===== src/rtl/piece_sequencer_pkg.sv =====
// Piece codes and sequencer state shared by the sequencer, pattern generator and game FSM.
package tetris_pkg;

  typedef logic [4:0] piece_t;

  localparam piece_t PIECE_I    = 5'd0;
  localparam piece_t PIECE_O    = 5'd1;
  localparam piece_t PIECE_S    = 5'd2;
  localparam piece_t PIECE_Z    = 5'd3;
  localparam piece_t PIECE_L    = 5'd4;
  localparam piece_t PIECE_J    = 5'd5;
  localparam piece_t PIECE_T    = 5'd6;
  localparam piece_t PIECE_NONE = 5'd31;
  localparam int     NUM_PIECES = 7;

  typedef enum logic [1:0] {FILL0, FILL1, READY} seq_state_t;

endpackage


===== src/rtl/piece_sequencer_if.sv =====
// Request/response bundle between the game FSM (master) and the piece sequencer (slave).
interface piece_sequencer_if;
  import tetris_pkg::*;

  logic   req;
  logic   hold_req;
  logic   valid;
  piece_t type_out;
  piece_t next_type;
  piece_t held_type;

  modport master (output req, hold_req, input valid, type_out, next_type, held_type);
  modport slave  (input req, hold_req, output valid, type_out, next_type, held_type);

endinterface


===== src/rtl/piece_sequencer_lfsr16.sv =====
// Free-running 16-bit Fibonacci LFSR (taps 16,14,13,11); advances every cycle out of reset.
// Latency: seed visible the cycle after a reset edge; no backpressure.
module lfsr16 (
  input  logic        clk,
  input  logic        rst,
  input  logic [15:0] seed,
  output logic [15:0] q
);

  // An all-zero state would lock up, so a zero seed is promoted to 1.
  always_ff @(posedge clk) begin
    if (rst) begin
      q <= (seed == 16'd0) ? 16'h0001 : seed;
    end else begin
      q <= {q[14:0], q[15] ^ q[13] ^ q[12] ^ q[10]};
    end
  end

endmodule


===== src/rtl/piece_sequencer.sv =====
// 7-bag piece sequencer with one-piece preview; req advances in 1 cycle, back-to-back legal, no backpressure.
// Hold slot built only when PIECE_SEQ_HOLD_EN is defined; otherwise held_type is constant PIECE_NONE.
module piece_sequencer
  import tetris_pkg::*;
#(
  parameter logic [15:0] SEED = 16'hACE1
) (
  input logic               clk,
  input logic               rst,
  piece_sequencer_if.slave  sq
);

  seq_state_t  state;
  logic        valid_q;
  piece_t      type_q;
  piece_t      next_q;
  logic [6:0]  avail;
  logic [15:0] lfsr_q;
  logic [12:0] lfsr_unused;

  logic [2:0]  pick;
  piece_t      drawn;
  logic [6:0]  avail_cleared;
  logic [6:0]  avail_after;

  lfsr16 u_lfsr (
    .clk  (clk),
    .rst  (rst),
    .seed (SEED),
    .q    (lfsr_q)
  );

  assign lfsr_unused = lfsr_q[15:3];

  // First available slot scanning upward from start, wrapping modulo 7.
  function automatic logic [2:0] draw_pick(input logic [6:0] av, input logic [2:0] r);
    logic [2:0]  start;
    logic [2:0]  idx;
    int unsigned s;
    start     = (r == 3'd7) ? 3'd0 : r;
    draw_pick = start;
    for (int k = NUM_PIECES - 1; k >= 0; k--) begin
      s   = (int'(start) + k) % NUM_PIECES;
      idx = 3'(s);
      if (av[idx]) draw_pick = idx;
    end
  endfunction

  always_comb begin
    pick          = draw_pick(avail, lfsr_q[2:0]);
    drawn         = {2'b00, pick};
    avail_cleared = avail & ~(7'b1 << pick);
    avail_after   = (avail_cleared == 7'd0) ? 7'h7F : avail_cleared;
  end

`ifdef PIECE_SEQ_HOLD_EN
  piece_t held_q;
  logic   hold_used;
`else
  logic   hold_unused;
  assign hold_unused = sq.hold_req;
`endif

  always_ff @(posedge clk) begin
    if (rst) begin
      state   <= FILL0;
      valid_q <= 1'b0;
      type_q  <= PIECE_NONE;
      next_q  <= PIECE_NONE;
      avail   <= 7'h7F;
`ifdef PIECE_SEQ_HOLD_EN
      held_q    <= PIECE_NONE;
      hold_used <= 1'b0;
`endif
    end else begin
      case (state)
        FILL0: begin
          type_q <= drawn;
          avail  <= avail_after;
          state  <= FILL1;
        end
        FILL1: begin
          next_q  <= drawn;
          avail   <= avail_after;
          valid_q <= 1'b1;
          state   <= READY;
        end
        READY: begin
          if (sq.req) begin
            type_q <= next_q;
            next_q <= drawn;
            avail  <= avail_after;
`ifdef PIECE_SEQ_HOLD_EN
            hold_used <= 1'b0;
          end else if (sq.hold_req && !hold_used) begin
            hold_used <= 1'b1;
            if (held_q == PIECE_NONE) begin
              held_q <= type_q;
              type_q <= next_q;
              next_q <= drawn;
              avail  <= avail_after;
            end else begin
              // Plain swap: nothing is drawn, so the bag is untouched.
              held_q <= type_q;
              type_q <= held_q;
            end
`endif
          end
        end
        default: state <= FILL0;
      endcase
    end
  end

  assign sq.valid     = valid_q;
  assign sq.type_out  = type_q;
  assign sq.next_type = next_q;
`ifdef PIECE_SEQ_HOLD_EN
  assign sq.held_type = held_q;
`else
  assign sq.held_type = PIECE_NONE;
`endif

endmodule


===== src/flat_wrapper.sv =====
// flat-port wrapper written by rule: the top's interface ports become plain ports
module piece_sequencer_flat import tetris_pkg::*;
#(
  parameter logic [15:0] SEED = 16'hACE1
)
  (clk, rst, sq_req, sq_hold_req, sq_valid, sq_type_out, sq_next_type, sq_held_type);
  piece_sequencer_if sq_i ();
  input logic clk;
  input logic rst;
  input wire logic [$bits(sq_i.req)-1:0] sq_req;
  input wire logic [$bits(sq_i.hold_req)-1:0] sq_hold_req;
  output wire logic [$bits(sq_i.valid)-1:0] sq_valid;
  output wire logic [$bits(sq_i.type_out)-1:0] sq_type_out;
  output wire logic [$bits(sq_i.next_type)-1:0] sq_next_type;
  output wire logic [$bits(sq_i.held_type)-1:0] sq_held_type;
  assign sq_i.req = sq_req;
  assign sq_i.hold_req = sq_hold_req;
  assign sq_valid = sq_i.valid;
  assign sq_type_out = sq_i.type_out;
  assign sq_next_type = sq_i.next_type;
  assign sq_held_type = sq_i.held_type;
  piece_sequencer #(.SEED(SEED)) u_core (.clk(clk), .rst(rst), .sq(sq_i));
endmodule

===== config.mk =====
export PLATFORM = sky130hd
export DESIGN_NAME = piece_sequencer_flat
export DESIGN_NICKNAME = d
export VERILOG_FILES = /design/src/rtl/piece_sequencer_pkg.sv /design/src/rtl/piece_sequencer_if.sv /design/src/rtl/piece_sequencer_lfsr16.sv /design/src/rtl/piece_sequencer.sv /design/src/flat_wrapper.sv
export SDC_FILE = /design/constraint.sdc
export NUM_CORES = 1
export LEC_CHECK = 0
export BUFFER_PORTS_ARGS = -buffer_cell sky130_fd_sc_hd__buf_2
export CORE_ASPECT_RATIO = 1.4
export CORE_MARGIN = 4
export CORE_UTILIZATION = 33
export CTS_CLUSTER_DIAMETER = 120
export DETAILED_ROUTE_END_ITERATION = 6
export HOLD_SLACK_MARGIN = 0.03
export PLACE_DENSITY = 0.51
export SLEW_MARGIN = 20
export SYNTH_ARGS = -nofsm -noshare
export SYNTH_HDL_FRONTEND = slang
export SYNTH_SLANG_ARGS = --single-unit

===== constraint.sdc =====
create_clock -name clk -period 8.85 [get_ports clk]
set_clock_uncertainty 0.1 [all_clocks]
set_input_delay 1.77 -clock clk [delete_from_list [all_inputs] [get_ports clk]]
set_output_delay 1.77 -clock clk [all_outputs]
set_load 0.01 [all_outputs]

==> results.json <==
{
  "status": "finished, final reports clean",
  "hold_viol": 0,
  "layout-drive-gt1-share_pct": 18.1,
  "required_ns": 8.88,
  "cts_tree": "built",
  "root_buffer": "clkbuf_16",
  "grt_pass1_vias": 2997,
  "htree_num_levels": 2,
  "setup_viol": 0,
  "finalNetCount": 413,
  "powerDensity_nw_per_um2": 276,
  "synthSimpleGateAreaFrac_pct": 24.1,
  "path_cells": "ha_1 -> nor2b_1 -> buf_4 -> inv_2 -> ha_1 -> ha_1 -> a21boi_1 -> a311oi_2 -> mux2_2 -> a221o_1 -> o21ai_0 -> a2111oi_1 -> a221o_2 -> and4_1 -> nor4_4 -> o311ai_1",
  "design.core.area_sq_um": 9620,
  "syn_inst": 397,
  "postSynth.asyncResetShare_pct": 0,
  "postCtsSetupRepairBufs": 0,
  "io_pins": 20,
  "period_share_pct": 67.6,
  "hold_ws_ns": 0.312,
  "synth_area_sq_um": 3290,
  "crit_family": "compound AO/OA/AOI/OAI gates",
  "synth-adder-area-share_pct": 6.47,
  "finish.utilization_pct": 36.3,
  "dpl_cell_area_sq_um": 3350,
  "max_cap_violations": 0,
  "hold_path_end": "u_core.u_lfsr.q[5]$_SDFF_PP1_",
  "max_stage_delay_ns": 0.68,
  "p_leak_nw": 1.41,
  "slew_headroom_pct": 49.7,
  "dp_hpwl_um": 6430,
  "max_slew.worst_pin.slew_ns": 0.747,
  "synth_edf_count": 0,
  "syn_area_per_cell_sq_um": 8.28,
  "fp.dieArea_sq_um": 11600,
  "power_uw": 966,
  "routed-via-count": 3020,
  "wl_um": 8870,
  "yosysSeqAreaShare_pct": 20.7,
  "fin_tns_setup_ns": 0,
  "grt_remaining_overflow": 0,
  "synth-compound-area-share_pct": 30.9,
  "dr.pass1.iters": 5,
  "synth_top_family_by_area": "compound AO/OA/AOI/OAI gates",
  "finalCriticalPeriod_ns": 5.99,
  "viasPerCell": 5.75,
  "drt_iter0_drc": 253,
  "rsz0062_at_grt": "no",
  "muxShareOfSynthArea_pct": 6.25,
  "start_kind": "register",
  "r2r_end": "u_core.avail[1]$_SDFFE_PP1P_",
  "fmax_ghz": 0.167,
  "gp_congestion": 0.915,
  "antenna_left": 0,
  "synth-seq-cells": 34,
  "grt_first_pass_wirelength_um": 14800,
  "fin_area_sq_um": 3490,
  "r2r.worst_path.cells": 16,
  "r2r_setup_slack_ns": 2.86,
  "cts_hold_buf": 0,
  "synth-xor-area-share_pct": 2.70,
  "die_w_um": 92.3,
  "wl_per_cell_um": 16.9,
  "hp-class": "reg2reg",
  "slew_viol_final": 0,
  "worstPathArrival_ns": 6.02,
  "cts_buffers": 5,
  "yosysWarnings": 0,
  "drcViolationCount": 0,
  "area_growth_pct": 6.36,
  "rows": 42,
  "crit_path_end_kind": "register",
  "layout_commonest_cell": "dfxtp_1",
  "crit_start": "u_core.u_lfsr.q[1]$_SDFF_PP0_",
  "cts.path.max_buffers": 2,
  "clkTransAtPathRegs_ns": 0.05,
  "io_buffer_count": 13,
  "r2r_start": "u_core.u_lfsr.q[1]$_SDFF_PP0_",
  "synth_flop_cell": "dfxtp_1",
  "cp_common_cell": "ha_1",
  "clock_latency_ns": 0.28,
  "critPathSlowestCell": "a311oi_2",
  "worst-path-buf-inv": 2,
  "antenna_cells": 0,
  "antenna_found_initial": 0,
  "worstPathMaxFanout": 20,
  "synth_cell_type_count": 89,
  "cts.sinks": 34,
  "start_util_pct": 34.2,
  "worstHoldStart": "u_core.u_lfsr.q[4]$_SDFF_PP0_",
  "die_h_um": 126,
  "final_cell_mix": "34 x dfxtp_1, 30 x nand2_1, 29 x nor2_1",
  "grt_start_max_net_pins": 22,
  "vdd_ir_drop_max_uv": 150,
  "path_class": "reg2reg",
  "hold_depth": 1,
  "cts_resized": 0,
  "grtUsageTotal_pct": 15.5
}
sequential cells by signal (all words and copies together), names as in the netlist:
| signal | cells |
|---|---|
| u_core.u_lfsr.q | 16 |
| u_core.sq.next_type | 4 |
| u_core.avail | 7 |
| u_core.state | 2 |
| u_core.sq.valid | 1 |
| u_core.sq.type_out | 4 |
logic make-up after synthesis:
| logic type | after synthesis |
|---|---|
| multiplexers | 16 |
| buffers and inverters | 53 |
| XOR/XNOR | 8 |
| flip-flops | 34 |
| adder cells (fa/ha/maj) | 17 |
| AND/OR/NAND/NOR | 135 |
| other | 1 |
| AO/OA/AOI/OAI | 133 |
cell usage after synthesis (4+ instances only):
library cell	count	area [sq um]
nand3_1	8	40.0
dfxtp_1	34	681
a21oi_1	22	110
o21ai_0	21	105
clkbuf_1	10	37.5
mux2i_1	9	90.1
a21o_1	9	67.6
a211oi_1	4	30.0
xnor2_1	4	35.0
buf_2	6	30.0
nor2b_1	10	62.6
nand2b_1	8	50.1
nor3_1	9	45.0
o211ai_1	6	45.0
buf_4	11	82.6
inv_2	4	15.0
ha_1	17	213
nand2_1	30	113
o31ai_1	4	30.0
a32oi_1	4	35.0
inv_1	17	63.8
or2_2	11	68.8
o311ai_1	8	70.1
nor2_1	29	109
worst register-to-register path: stages (launching register included):
cell,delay (ns)
dfxtp_1,0.64
ha_1,0.56
nor2b_1,0.09
buf_4,0.23
inv_2,0.17
ha_1,0.43
ha_1,0.32
a21boi_1,0.14
a311oi_2,0.68
mux2_2,0.45
a221o_1,0.30
o21ai_0,0.23
a2111oi_1,0.10
a221o_2,0.46
and4_1,0.27
nor4_4,0.49
o311ai_1,0.16
area by class of cell:
type                    instances  area [sq um]
well taps                     132           165
flip-flops and latches         34           681
fillers                      1018          6120
clock buffers                   7           143
repair buffers                 15          80.1
clock inverters                 1          5.00
multi-input cells             314          2330
inverters                      22          87.6
worst max path at each step:
| stage | end | slack [ns] | depth (start not counted) |
|---|---|---|---|
| CTS | u_core.avail[1]$_SDFFE_PP1P_ | 2.91 | 16 |
| finish | u_core.avail[1]$_SDFFE_PP1P_ | 2.86 | 16 |
| detailed placement | u_core.avail[1]$_SDFFE_PP1P_ | 2.90 | 16 |
| floorplan | u_core.avail[3]$_SDFFE_PP1P_ | 4.43 | 19 |
| global placement | u_core.avail[3]$_SDFFE_PP1P_ | 2.95 | 16 |
| global route | u_core.avail[0]$_SDFFE_PP1P_ | 2.50 | 16 |
where the power goes:
part	switching (mW)	internal (mW)	leakage, nW
clock network	0.0610	0.111	0.0739
logic	0.319	0.233	1.06
registers	0.0624	0.180	0.283
per-stage QoR:
stage | setup slack (ns) | std cells
detailed placement | 2.90 | 517
CTS | 2.91 | 525
global placement | 2.95 | 517
global route | 2.50 | 525
finish | 2.86 | 525
floorplan | 4.43 | 401
layer usage:
layer	GRT usage (%)	part of all wire [%]	vias to the layer above
met5	0	0	-
met4	6.91	2.3	0
met3	1.67	3.8	20
met2	27.7	52	76
met1	18.4	42	1472
li1	-	-	1452
Note: power is estimated with default switching activity, not from simulation.
